### config.mk
export PLATFORM = sky130hd
export DESIGN_NAME = io_output
export DESIGN_NICKNAME = d
export VERILOG_FILES = /design/src/rtl/io_output.sv
export SDC_FILE = /design/constraint.sdc
export NUM_CORES = 1
export LEC_CHECK = 0
export ABC_AREA = 0
export ABC_CLOCK_PERIOD_IN_PS = 1900
export CORE_UTILIZATION = 40
export CTS_CLUSTER_DIAMETER = 120
export DETAILED_ROUTE_END_ITERATION = 10
export MAX_ROUTING_LAYER = met4
export PLACE_DENSITY = 0.69
export SLEW_MARGIN = 20
export SYNTH_ARGS = -nofsm -noshare
export SYNTH_HDL_FRONTEND = slang
export SYNTH_SLANG_ARGS = --single-unit
export TNS_END_PERCENT = 10
### constraint.sdc
create_clock -name clk -period 1.9 [get_ports clk]
set_input_delay 0.38 -clock clk [delete_from_list [all_inputs] [get_ports clk]]
set_output_delay 0.38 -clock clk [all_outputs]
set_load 0.02 [all_outputs]
### src/rtl/io_output.sv
// io_output: four-phase CPU write port that loads a byte FIFO.
// A valid/ready sink drains the FIFO and a wrapping counter tracks delivered bytes.
`ifndef WORD_SIZE
`define WORD_SIZE 16
`endif
`ifndef IO_STATE_BITS
`define IO_STATE_BITS 2
`endif
`ifndef IO_WAITREQ
`define IO_WAITREQ 2'd0
`endif
`ifndef IO_DOWORK
`define IO_DOWORK 2'd1
`endif
`ifndef IO_WAITACK
`define IO_WAITACK 2'd2
`endif

module io_output #(
   parameter int DEPTH = 4
) (
   input  logic                   clk,
   input  logic                   areset,
   input  logic                   req,
   output logic                   ack,
   input  logic [`WORD_SIZE-1:0]  data,
   output logic                   tx_valid,
   input  logic                   tx_ready,
   output logic [7:0]             tx_data,
   output logic [$clog2(DEPTH):0] count,
   output logic                   full,
   output logic [15:0]            bytes_out
);
   localparam int PW = $clog2(DEPTH);
   localparam int CW = PW + 1;

   typedef enum logic [`IO_STATE_BITS-1:0] {
      WAITREQ = `IO_WAITREQ,
      DOWORK  = `IO_DOWORK,
      WAITACK = `IO_WAITACK
   } state_t;

   state_t          state_q, state_d;
   logic [PW-1:0]   wr_ptr_q, wr_ptr_d;
   logic [PW-1:0]   rd_ptr_q, rd_ptr_d;
   logic [CW-1:0]   count_q, count_d;
   logic [15:0]     bytes_out_q, bytes_out_d;
   logic [7:0]      mem [DEPTH];
   logic            push;
   logic            pop;
   logic            unused_data_hi;

   // Only the low byte of the CPU word is carried into the FIFO.
   assign unused_data_hi = ^data[`WORD_SIZE-1:8];

   assign full      = (count_q == CW'(DEPTH));
   assign tx_valid  = (count_q != '0);
   assign tx_data   = mem[rd_ptr_q];
   assign count     = count_q;
   assign bytes_out = bytes_out_q;
   assign ack       = (state_q == WAITACK);

   // Full is judged on the registered count, so a same-edge pop cannot unblock a push.
   assign push = (state_q == DOWORK) && !full;
   assign pop  = tx_valid && tx_ready;

   always_comb begin
      state_d = state_q;
      unique case (state_q)
         WAITREQ: if (req)   state_d = DOWORK;
         DOWORK:  if (!full) state_d = WAITACK;
         WAITACK: if (!req)  state_d = WAITREQ;
         default:            state_d = WAITREQ;
      endcase
   end

   always_comb begin
      wr_ptr_d    = wr_ptr_q;
      rd_ptr_d    = rd_ptr_q;
      count_d     = count_q;
      bytes_out_d = bytes_out_q;
      if (push) wr_ptr_d = wr_ptr_q + PW'(1);
      if (pop) begin
         rd_ptr_d    = rd_ptr_q + PW'(1);
         bytes_out_d = bytes_out_q + 16'd1;
      end
      unique case ({push, pop})
         2'b10:   count_d = count_q + CW'(1);
         2'b01:   count_d = count_q - CW'(1);
         default: count_d = count_q;
      endcase
   end

   always_ff @(posedge clk or posedge areset) begin
      if (areset) begin
         state_q     <= WAITREQ;
         wr_ptr_q    <= '0;
         rd_ptr_q    <= '0;
         count_q     <= '0;
         bytes_out_q <= '0;
      end else begin
         state_q     <= state_d;
         wr_ptr_q    <= wr_ptr_d;
         rd_ptr_q    <= rd_ptr_d;
         count_q     <= count_d;
         bytes_out_q <= bytes_out_d;
      end
   end

   // Storage is deliberately left out of reset; it is never observed while empty.
   always_ff @(posedge clk) begin
      if (push) mem[wr_ptr_q] <= data[7:0];
   end

endmodule

==> results.md, run 1 <==
* Num CTS Buffers at 9
* Worst reg2reg setup slack at 0.05 ns
* Fin. max-slew vios at 0
* Site Rows at 27
* Main synth FF type: edfxtp_1
* Total Routing Usage GR at 0.1489
* FFs w/ async S/R, synth at 0.4386
* GRT Residual Overflow at 0
* Placeable Area at 0.005574 mm²
* Global routing usage on met2 at 0.2330
* Synth warnings at 0
* Antenna cell count at 0
* Vias in the first global route at around 1400
* Dpl hpwl at 2869 µm
* Clock tree buffer depth at 2
* Area grow syn2layout at 36.12%
* Switch share at 0.3282
* Pint at about 3.2 mW
* Initial DRC count at 39
* Final Hold Fails at 0
* Max-slew headroom at 0.6879
* Critical path arrival at 1.53 ns
* Pre-Repair DR Iteration Count at 4
* Max-cap violations at 0
* Cell Area, Synth at 0.002352 mm²
* Via count at 1352
* EDFF count, synth at 32
* Critical path endpoint category: output pin
* GRT met1 Usage at 0.1780
* Status: finished, violations left
* Met3 Usage GRT at 0.03721
* DRC viols at 0
* Worst Hold Class: in -> async
* Post-route design area at ~0.0032 mm²
* Storage cell area at 0.001590 mm²
* Synthesized flop and latch total at 57
* Synth top cells by count: 32 x edfxtp_1, 25 x dfrtp_1, 16 x xnor2_1
* Final Power at around 4.8 mW
* Placed standard-cell area at 0.003027 mm²
* Initial core utilization at 0.4220
* Synth area leader: edfxtp_1
* Worst setup path startpoint: rd_ptr_q[0]
* Die Span Y at 78.69 µm
* Number of I/O port buffers at 41
* Worst Skew at 0.01098 ns
* Skew-Pair Late Insertion Delay at ~0.32 ns
* Sequential power share at 0.389
* Final Core Density at 0.5744
* Via density at 4.761
* TritonCTS clock tree: built
* Filler cell count at 447
* Worst hold margin at 0.4098 ns
* First-pass GRT wire length at 6479 µm
* Worst-path clk slew at 0.07 ns
* Sw power at 1.564 mW
* Post-route minimum period at ~1.9 ns
* Worst reg2reg path depth at 8
* GR peak layer: met2
* WL final at 4069 µm
* RSZ-0062 raised after global routing: true
* Syn_nets at 169
* CTS Sinks at 57
* Count leader, synth: edfxtp_1
* Top cells by area, synth: edfxtp_1 41%, dfrtp_1 27%, mux4_2 7.7%
* Antenna-violating nets left at 0
* H-tree depth at 3
* Die width at ~80 µm
* Worst r2r dst: count[2]
* Area of the multi-input gates at 743.2 µm²
* Layout cells sized above 1 at 0.2925
* Area share of the largest cell type after synthesis at 0.4085
* Max Fanout on Critical Path at 4
* WP data required at between 1.5 and 2 ns
* P_leak at around 1.3 nW
* Nets at around 230
* Worst-margin pin slew at roughly 0.46 ns
* Pin count of the biggest net entering global routing at 26
* Failing checks: setup timing
* Critical path startpoint category: flop
* Worst setup endpoint: tx_data[5]
* Clk pwr share at 0.211
* Setup ws final at -0.01085 ns
* Comb pwr share at 0.400
* Die area at slightly above 0.006 mm²
* Cell Pwr Density at approximately 1500 mW/mm²
* Final Setup Violations at 4
* WS Path Type: reg -> out
* Worst slack, placed at -0.1602 ns
* Initial antenna violation count at 0
* Worst VDD drop at just over 900 µV
* Sequential-to-total area share from yosys stat at 0.6745
* Synth Area per Inst at between 15 and 20 µm²
* Wire per inst at approximately 14 µm
* Worst r2r src: count[0]
* Post-synthesis cell type count at 29
* Final Wtd Congestion at 0.7360
* I/O pins at 50
* Mapped Cells at approximately 140
* Fmax at 0.5233 GHz
* CTS Root Buffer Type: clkbuf_8
* Final Cycle Share at 1.006
==> sequential cells by signal, indices dropped and copies added (netlist names) <==
| register | flops |
|---|---|
| count | 3 |
| mem | 32 |
| rd_ptr_q | 2 |
| bytes_out | 16 |
| wr_ptr_q | 2 |
| state_q | 2 |
==> how the worst min path moves through the flow <==
| stage | from | end | depth (start not counted) |
|---|---|---|---|
| 2_1_floorplan | areset | bytes_out[0] | 1 |
| 3_3_place_gp | bytes_out[15] | bytes_out[15] | 1 |
| 3_5_place_dp | bytes_out[15] | bytes_out[15] | 1 |
| 4_1_cts | areset | state_q[1] | 3 |
| 5_1_grt | areset | state_q[1] | 3 |
| 6_report | areset | count[2] | 3 |
==> what timing repair did <==
item | CTS | global route
pin swaps | 0 | 6
hold buffers | 0 | 0
resized for setup | 29 | 16
setup endpoints to repair | 12 | 10
gates cloned | 0 | 0
buffers inserted | 0 | 1
==> critical path: stages, from the launching register on <==
cell and delay, ns:
dfrtp_1 0.39, buf_6 0.15, mux4_2 0.52, buf_6 0.15
==> cell type report <==
class,instances,area share
clock buffer,14,0.05393
clock inverter,2,0.003908
inverter,8,0.009379
multi-input combinational,74,0.2321
sequential,57,0.4967
tap,72,0.02814
timing repair buffer,57,0.1758
==> stage by stage <==
step	instances	TNS (ns)
final	284	-0.02305
after CTS	283	-0.8201
after global routing	284	-0.5206
after detailed placement	267	-0.7130
after floorplan	142	-0.1647
after global placement	267	-0.5219
==> power groups by stage <==
| stage | combinational (mW) | clock [mW] | sequential, mW |
|---|---|---|---|
| 3_5_place_dp | 1.97 | 0 | 1.88 |
| 2_1_floorplan | 1.05 | 0 | 1.91 |
| 6_report | 1.91 | 1.00 | 1.85 |
| 4_1_cts | 1.89 | 1.04 | 1.86 |
| 5_1_grt | 2.05 | 1.09 | 1.89 |
| 3_3_place_gp | 1.89 | 0 | 1.85 |
==> logic make-up (layout without fill, tap and decap cells) <==
logic type	count (synthesis)	count (layout)	synth area share
AND/OR/NAND/NOR	32	32	0.08245
flip-flops	57	57	0.6745
XOR/XNOR	21	21	0.07819
AO/OA/AOI/OAI	2	2	0.006917
buffers and inverters	11	81	0.02127
multiplexers	12	12	0.09627
adder cells (fa/ha/maj)	7	7	0.04043
==> routing by layer <==
metal,share of wire,vias to the layer above
met3,0.057,9
met2,0.49,52
met1,0.43,650
li1,-,641
met5,0,-
met4,0.017,0
==> cells in the final DEF (no fill, tap or decap), types with 2 or more instances in the layout <==
cell and count:
and2_1 4, and4_1 2, buf_12 4, buf_2 5
buf_4 10, buf_6 5, clkbuf_1 2, clkbuf_8 12
clkdlybuf4s50_1 30, dfrtp_1 22, dfrtp_2 3, dlygate4sd2_1 3
edfxtp_1 32, ha_1 5, inv_1 4, inv_2 4
mux2i_1 2, mux4_2 8, nand2_1 6, nand3_1 5
nand4_1 4, nor2_1 2, xnor2_1 16, xor2_1 5
Note: power is estimated with default switching activity, not from simulation.
==> run 2: changes to the inputs <==
Settings changed: ABC_AREA 0 to unset, SLEW_MARGIN 20 to 10.
==> results of run 2 <==
The final DEF is identical to that of run 1; final timing and power are the same.
==> run 3: changes to the inputs <==
Settings changed: CORE_UTILIZATION 40 to 45, PLACE_DENSITY 0.69 to 0.82.
==> run 3 against run 2 <==
  * The flow still finishes with violations (setup timing)
  * Wire length is 1.7% higher
  * Critical path depth unchanged
  * First-iteration DRC count increased by 13%
  * Power decreased by 1.7%
  * Cell count fell by 1.8%
  * Setup slack worse by 0.011 ns
  * Non-clock buffer count unchanged
  * Register-to-register slack hardly changed
  * Sequential power hardly changed
  * Clock power down 5%
  * Highest routed layer unchanged
==> results.md, run 3 (synthesis gave the netlist of run 1 again) <==
* Max Fanout on Critical Path at 8 (+4)
* Worst Skew at 0.005163 ns (-0.005818 ns)
* Max-slew headroom at 0.6300 (-0.05788)
* First-pass GRT wire length at 6444 µm (-0.54%)
* Antenna cell count at 0 (unchanged)
* Fin. max-slew vios at 0 (unchanged)
* Nets at 234 (unchanged)
* I/O pins at 50 (unchanged)
* Final Hold Fails at 0 (unchanged)
* Worst r2r dst: count[2]
* Wire per inst at 14.84 µm (+3.5%)
* Initial core utilization at 0.4821 (+0.06005)
* Post-Place Cells at 260 (-2.6%)
* Worst slack, placed at -0.1335 ns (+0.02679 ns)
* Die width at 74.30 µm (-5.6%)
* Num CTS Buffers at 9 (unchanged)
* Max-cap violations at 0 (unchanged)
* Setup TNS at -0.09726 ns (-0.07421 ns)
* Post-route minimum period at 1.922 ns (+0.01140 ns)
* Crit path largest cell delay at 0.49 ns (-0.03 ns)
* Worst-path clk slew at 0.06 ns (about the same)
* Pre-Repair DR Iteration Count at 4 (unchanged)
* Filler cell count at 373 (-17%)
* Placeable Area at 0.004880 mm² (-12%)
* Hold buffer count at cts at 0 (unchanged)
* Site Rows at 25 (-7.4%)
* GRT Residual Overflow at 0 (unchanged)
* Initial DRC count at 44 (+13%)
* RSZ-0062 raised after global routing: true
* Skew-Pair Late Insertion Delay at 0.33 ns (about the same)
* Area of the multi-input gates at 743.2 µm² (unchanged)
* Layout cells sized above 1 at 0.2877 (-0.004717)
* Leading cell type in the layout, fill and taps excluded: edfxtp_1
* WL final at 4139 µm (+1.7%)
* Fmax at 0.5202 GHz (-0.59%)
* Crit-path cells: buf_12, mux4_2, buf_2
* Most flops, register: mem
* Total Routing Usage GR at 0.1735 (+0.02466)
* Worst hold margin at 0.4114 ns (+0.001658 ns)
* Number of I/O port buffers at 41 (unchanged)
* Number of flip-flops in the largest register at 32 (unchanged)
* Highest-count cells in the layout ignoring fill and taps: 32 x edfxtp_1, 30 x clkdlybuf4s50_1, 22 x dfrtp_1, 16 x xnor2_1, 13 x buf_4
* CTS Root Buffer Type: clkbuf_8
* Final Core Density at 0.6469 (+0.07251)
* Die Span Y at 74.30 µm (-5.6%)
* Worst Hold Class: in -> async
* CP bufs+invs at 2 (unchanged)
* Status: finished, violations left
* DRC viols at 0 (unchanged)
* Pin count of the biggest net entering global routing at 26 (unchanged)
* Initial antenna violation count at 0 (unchanged)
* Critical path endpoint category: output pin
* Critical path arrival at 1.54 ns (about the same)
* P_leak at 1.241 nW (-0.96%)
* Via count at 1366 (+1.0%)
* Vias in the first global route at 1393 (+0.87%)
* Worst-margin pin slew at 0.5463 ns (+0.08547 ns)
* Area grow syn2layout at 34.20%
* Antenna-violating nets left at 0 (unchanged)
* H-tree depth at 3 (unchanged)
* Worst reg2reg path depth at 8 (unchanged)
* WP data required at 1.52 ns (about the same)
* Worst reg2reg setup slack at 0.05 ns (about the same)
* Final Setup Violations at 8 (+4)
* Storage cell area at 0.001590 mm² (unchanged)
* TritonCTS clock tree: built
* Dpl hpwl at 2927 µm (+2.0%)
* CP top delay family: multiplexers
* CTS Sinks at 57 (unchanged)
* Worst r2r src: count[1]
* Non-Filler Instances at 279 (-1.8%)
* Final Cycle Share at 1.012 (+0.006002)
* Clock tree buffer depth at 2 (unchanged)
* Final Wtd Congestion at 0.8044 (+9.3%)
* Die area at 0.005520 mm² (-11%)
* Via density at 4.896 (+2.8%)
* Setup ws final at -0.02225 ns (-0.01140 ns)
* Worst VDD drop at 962.6 µV (+4.1%)
* Crit-path slowest cell: mux4_2
* Failing checks: setup timing
* WS Path Type: reg -> out
* Critical path startpoint category: flop
* Cell Pwr Density at 1484 mW/mm² (-0.31%)
-- run 3: metrics by stage --
step,cell area (µm²),power [mW]
2_1_floorplan,2384,2.955
3_3_place_gp,2993,3.703
3_5_place_dp,2993,3.801
4_1_cts,3120,4.653
5_1_grt,3157,4.971
6_report,3157,4.685
-- run 3: report_power, final --
group,switching [mW],internal [mW]
combinational,0.881,1.01
clock,0.442,0.505
sequential,0.247,1.60
total,1.57,3.11
-- run 3: worst max-delay path by stage --
stage / cells after the start / from / end / slack (ns)
after global routing: 3 / rd_ptr_q[0] / tx_data[2] / -0.08
after detailed placement: 8 / tx_ready / count[2] / -0.13
after global placement: 8 / tx_ready / count[2] / -0.09
after CTS: 3 / rd_ptr_q[0] / tx_data[0] / -0.19
final: 3 / rd_ptr_q[0] / tx_data[0] / -0.02
after floorplan: 9 / count[1] / count[2] / -0.09
-- run 3: layer usage --
layer | vias to the layer above | track usage | wire length, µm
met4 | 0 | 0.08805 | 86
met5 | - | - | 0
li1 | 645 | - | -
met2 | 41 | 0.2859 | 2144
met1 | 669 | 0.1888 | 1698
met3 | 11 | 0.05556 | 210
-- run 3: worst min-delay path, stage by stage --
cell,delay (ns)
clkdlybuf4s50_1,0.40
inv_1,0.05
buf_4,0.30
-- run 3: what timing repair did --
item | 4_1_cts | 5_1_grt
setup endpoints to repair | 12 | 10
pin swaps | 0 | 7
setup buffers | 0 | 3
resized for setup | 34 | 9
-- run 3: cell type report --
type,instances,area share
Timing Repair Buffer,57,0.1720
Clock buffer,13,0.04717
Inverter,8,0.009512
Clock inverter,3,0.005549
Multi-Input combinational cell,74,0.2354
Tap cell,67,0.02656
Sequential cell,57,0.5038
==> patch 1, RTL diff (config.mk and constraints of run 1) <==
`DEPTH`: 4 -> 8.
--- a/src/rtl/io_output.sv
+++ b/src/rtl/io_output.sv
@@ -18,5 +18,5 @@
 
 module io_output #(
-   parameter int DEPTH = 4
+   parameter int DEPTH = 8
 ) (
    input  logic                   clk,
Ports: changed (resized count); port bits go from 50 to 51. The function was not compared with the original's and may differ.
==> patch 1 against run 1 <==
  * The run still ends with negative setup slack left
  * Area after synthesis is 64% higher
  * Synthesized cell count increased by 56%
  * Worst setup slack got worse by 340 ps
  * Clock power increased by 23%
  * Cell count increased by 53%
  * Sequential cell count increased by 35
  * Non-clock buffer count increased by 20
  * Wire length increased by 69%
  * Design area grew 55%
  * Power grew 53%
  * Die area increased by 62%
  * Highest routed layer unchanged
==> patch 1: results (changes against run 1) <==
* Final RePlAce weighted congestion at 0.800 (+8.7%)
* Final Non-Filler Cells at 434 (+53%)
* Placed cell area at 4700 um2 (+55%)
* Max clock buf depth at 2 (unchanged)
* Synthesized netlist cell count at 221 (+56%)
* Worst reg-to-reg setup slack at -330 ps (-380 ps)
* Min Hold Slack at 380 ps (-29.9 ps)
* Dpl hpwl at 4.55 mm (+58%)
* Pre-CTS WS at -589 ps (-429 ps)
* Setup WS post-layout at -355 ps (-344 ps)
* # placed instances at 414 (+55%)
* Synth top area cells: edfxtp_1, dfrtp_1, mux4_2
* Gr usage total at 15.5% (+0.57 points)
* Final setup fails at 11 (+7)
* Status: finished, violations left
* Reg2reg path depth at 7 (-1)
* Worst Clk Skew at 14.0 ps (+3.05 ps)
* Mean routed wirelength per cell at 15.8 um (+10%)
* DR vias/cell at 4.83 (+1.4%)
* Net Count, Synth at 248 (+47%)
* Failing checks: negative setup slack
* Max reg flops at 64 (+100%)
* Register area share after synthesis at 68.1% (+0.67 points)
* Sw power at 2.49 mW (+59%)
* Netlist cell types at 40 (+38%)
* Synth top cells by count: edfxtp_1, dfrtp_1, mux4_2, xnor2_1, nand2_1
* Worst R2R End: count[3]$_DFFE_PP0P_
* Crit path arrival time at 1880 ps (+350 ps)
* Clock transition at path regs at 90 ps (+20 ps)
* Slew HR at 75.0% (+6.2 points)
* Share of layout cells above drive strength 1 at 36.4% (+7.1 points)
* Worst VDD drop at 0.000813 V (-12%)
* EDFF count, synth at 64 (+100%)
* Synth async-reset ratio at 30.4% (-13 points)
* Largest net degree at the start of global routing at 29 (+12%)
* Leak at 1.88 nW (+50%)
* First-pass GRT wire length at 11.0 mm (+70%)
* Initial drt markers at 59 (+51%)
* Nets at 327 (+40%)
* CP Max Fanout at 6 (+2)
* Port buffer count at 42 (+2.4%)
patch 1: cell types whose count changed in the layout (fill, tap and decap cells not counted), moves of 4 or more:
| cell | run 1 | this run |
|---|---|---|
| and2_1 | 4 | 0 |
| buf_4 | 10 | 30 |
| clkdlybuf4s50_1 | 30 | 25 |
| edfxtp_1 | 32 | 64 |
| mux2_2 | 0 | 4 |
| mux2_4 | 1 | 6 |
| mux4_2 | 8 | 16 |
| nand2_1 | 6 | 14 |
| nor2_1 | 2 | 9 |
patch 1: worst max-delay path, cell delays in order, from the launching register on:
cell,delay (ps)
dfrtp_2,450
buf_12,150
mux4_2,490
mux2_4,290
buf_6,130
patch 1: cells by family after synthesis:
family                     share of synthesized area (%)
DFF                                                 68.1
and+or+nand+nor                                     8.42
muxes                                               13.1
xor gates and xnor gates                            4.78
buffers and inverters                               2.11
adders and majority gates                           2.47
AOI/OAI and AO/OA                                   1.01
patch 1: routing by layer:
layer / track usage, % / vias up / routed length (um)
met5: - / - / 0
met4: 8.25 / 0 / 189
met3: 2.86 / 14 / 255
met2: 24.4 / 42 / 3280
met1: 19.2 / 1044 / 3140
li1: - / 995 / -
patch 1: stage by stage:
step,util [%],TNS [ps]
after global placement,50.7,-3670
after CTS,53.2,-4140
after floorplan,-,-5800
after global routing,53.5,-4250
after detailed placement,50.7,-4090
final,53.5,-3460
patch 1: worst max-delay path by stage:
stage,from,to,slack (ps),cells past startpoint
CTS,rd_ptr_q[0]$_DFFE_PP0P_,tx_data[7],-440,5
global placement,rd_ptr_q[0]$_DFFE_PP0P_,tx_data[0],-370,4
finish,rd_ptr_q[0]$_DFFE_PP0P_,tx_data[1],-360,4
global route,count[0]$_DFFE_PP0P_,count[3]$_DFFE_PP0P_,-420,9
detailed placement,tx_ready,count[3]$_DFFE_PP0P_,-590,8
floorplan,count[2]$_DFFE_PP0P_,count[3]$_DFFE_PP0P_,-490,9
patch 1: power by group through the flow:
stage	combinational (mW)	clock (mW)	sequential, mW
final	3.28	1.23	2.80
after global placement	3.03	0	2.83
after global routing	3.52	1.34	2.84
after floorplan	1.69	0	2.92
after detailed placement	3.12	0	2.84
after CTS	3.25	1.27	2.81
patch 1: final cells by class:
| class | instances | area (um2) |
|---|---|---|
| multi-input combinational | 115 | 1220 |
| clock inverter | 7 | 65.1 |
| sequential | 92 | 2630 |
| timing repair buffer | 77 | 748 |
| fill | 783 | 4320 |
| clock buffer | 9 | 124 |
| tap | 129 | 161 |
| inverter | 5 | 18.8 |
patch 1: repair_timing:
action                                  in CTS  in global routing
endpoints found under the setup margin      17                 16
cloned                                       1                  0
pin swaps                                    2                  2
setup buffers                                2                  2
gates resized for setup                     61                 14
hold endpoints to repair                     0                  0
==> patch 2, RTL diff (flow settings as in run 1) <==
Without the edit above. Put one more register stage on the output `count`, cleared by the reset. The value now appears one clock later. The other outputs are not delayed to match. Comments in the files are not updated.
--- a/src/rtl/io_output.sv
+++ b/src/rtl/io_output.sv
@@ -57,5 +57,11 @@
    assign tx_valid  = (count_q != '0);
    assign tx_data   = mem[rd_ptr_q];
-   assign count     = count_q;
+   always_ff @(posedge clk or posedge areset) begin
+      if (areset) begin
+         count <= '0;
+      end else begin
+         count <= count_q;
+      end
+   end
    assign bytes_out = bytes_out_q;
    assign ack       = (state_q == WAITACK);
Formal check against the unedited RTL: not equivalent (a bounded check fails within 4 cycles, from zero or initial values and one cycle with areset high).
==> patch 2 against run 1 <==
  * The run still ends with negative setup slack left
  * Worst setup slack worse by 28 ps
  * Worst hold slack better by 8.7 ps
  * Design area is 0.63% higher
  * Core utilization is 3.7 points lower
  * Area after synthesis is 6.3% higher
  * Sequential power is 5% higher
  * Register-to-register slack worse by 50 ps
  * Sequential share of layout area is 1.9 points higher
  * Clock power is 8% lower
  * Wire length is 7.1% higher
  * Via count is 4.7% higher
  * Power is 1.3% lower
  * Sequential cell count is 3 higher
  * Critical path type unchanged
  * Critical endpoint is now tx_data[3]
  * Largest power group is now registers
  * Highest routed layer unchanged
==> patch 2: results (changes against run 1) <==
* Gr usage total at 15.3% (+0.41 points)
* Leak at 1.32 nW (+5.4%)
* Metal-1 WL at 1.80 mm (+2.3%)
* Final Non-Filler Cells at 290 (+2.1%)
* Net Count, Synth at 174 (+3.0%)
* CP Max Fanout at 8 (+4)
* Slew HR at 70.6% (+1.8 points)
* DR vias/cell at 4.88 (+2.6%)
* Synth top cells by count: edfxtp_1, dfrtp_1, xnor2_1
* Vias in the first global route at 1491 (+8.0%)
* Netlist cell types at 32 (+10%)
* TNS Setup at -189 ps (-166 ps)
* Status: finished, violations left
* Final setup fails at 8 (+4)
* Synthesized netlist cell count at 147 (+3.5%)
* Crit path arrival time at 1560 ps (+30 ps)
* Failing checks: negative setup slack
* Nets at 237 (+1.3%)
* # placed instances at 268 (+0.37%)
* Met2 routed WL at 2.22 mm (+11%)
* Reg2reg path depth at 10 (+2)
* Setup WS post-layout at -38.4 ps (-27.5 ps)
* Worst Clk Skew at 4.09 ps (-6.89 ps)
* Worst VDD drop at 0.000905 V (-2.1%)
* Dpl hpwl at 2.97 mm (+3.7%)
* Initial drt markers at 42 (+7.7%)
* Synth top area cells: edfxtp_1, dfrtp_1, mux4_2
* Worst setup path end: tx_data[3]
* RR Startpoint: count_q[1]$_DFFE_PP0P_
* Cts bufs inserted at 9 (unchanged)
* Largest net degree at the start of global routing at 29 (+12%)
* DR WL met3 at 238 um (+3.5%)
* Share of layout cells above drive strength 1 at 28.8% (-0.41 points)
* Register area share after synthesis at 66.5% (-0.98 points)
* Worst R2R End: count_q[2]$_DFFE_PP0P_
* Full die area at 6570 um2 (+6.1%)
* Worst reg-to-reg setup slack at 0 ps (-50 ps)
* Total routed wirelength at 4.36 mm (+7.1%)
* Sw power at 1.60 mW (+2.2%)
* First-pass GRT wire length at 6.98 mm (+7.8%)
* Final RePlAce weighted congestion at 0.788 (+7.1%)
* Placed cell area at 3050 um2 (+0.87%)
## patch 2: cell types whose count changed after synthesis, sizes merged, moves of 2 or more
cell,run 1,this run
and3,2,5
dfrtp,25,28
nor2,2,5
xnor2,16,13
xor2,5,8
nand3,5,3
nor3,2,0
## patch 2: power by group through the flow
stage	Sequential [mW]	Clock [mW]	Combinational, mW
after floorplan	2.00	0	1.02
after global placement	1.95	0	1.78
after detailed placement	1.98	0	1.86
after CTS	1.96	0.952	1.74
after global routing	2.00	1.00	2.00
final	1.95	0.921	1.84
## patch 2: cell families after synthesis
| family | share of synthesized area, % |
|---|---|
| flops | 66.5 |
| simple gates | 10.4 |
| xor+xnor | 7.36 |
| mux | 9.06 |
| buf+inv | 2.30 |
| fa+ha+maj | 3.80 |
| compound gates | 0.651 |
## patch 2: layout make-up
class	count	area, um2
multi-input cells	76	786
repair buffers	56	494
fillers	499	2770
flip-flops and latches	60	1660
clock buffers	10	128
inverters	7	26.3
clock inverters	6	31.3
well taps	75	93.8
## patch 2: metal layers
layer  track usage (%)  up-vias
li1                  -      654
met1              17.7      709
met2              24.1       43
met3              3.71       10
met4              9.11        0
met5                 -        -
## patch 2: timing repair
action | CTS | global route
gates resized for setup | 38 | 6
hold buffers | 0 | 0
cloned | 0 | 0
endpoints found under the setup margin | 12 | 18
pin swaps | 0 | 2
buffers inserted | 0 | 6
## patch 2: through the flow
step                hold slack [ps]  worst slack, ps  power, mW
detailed placement              421             -241       3.83
CTS                             418            -95.8       4.65
global placement                420             -122       3.73
global route                    470             -108       5.00
floorplan                       389             6.03       3.01
finish                          418            -38.4       4.71
## patch 2: critical path, delay by kind of cell, from the launching register on
family	cells	cell delay, ps
buf+inv	2	330
flops	1	390
mux	1	510
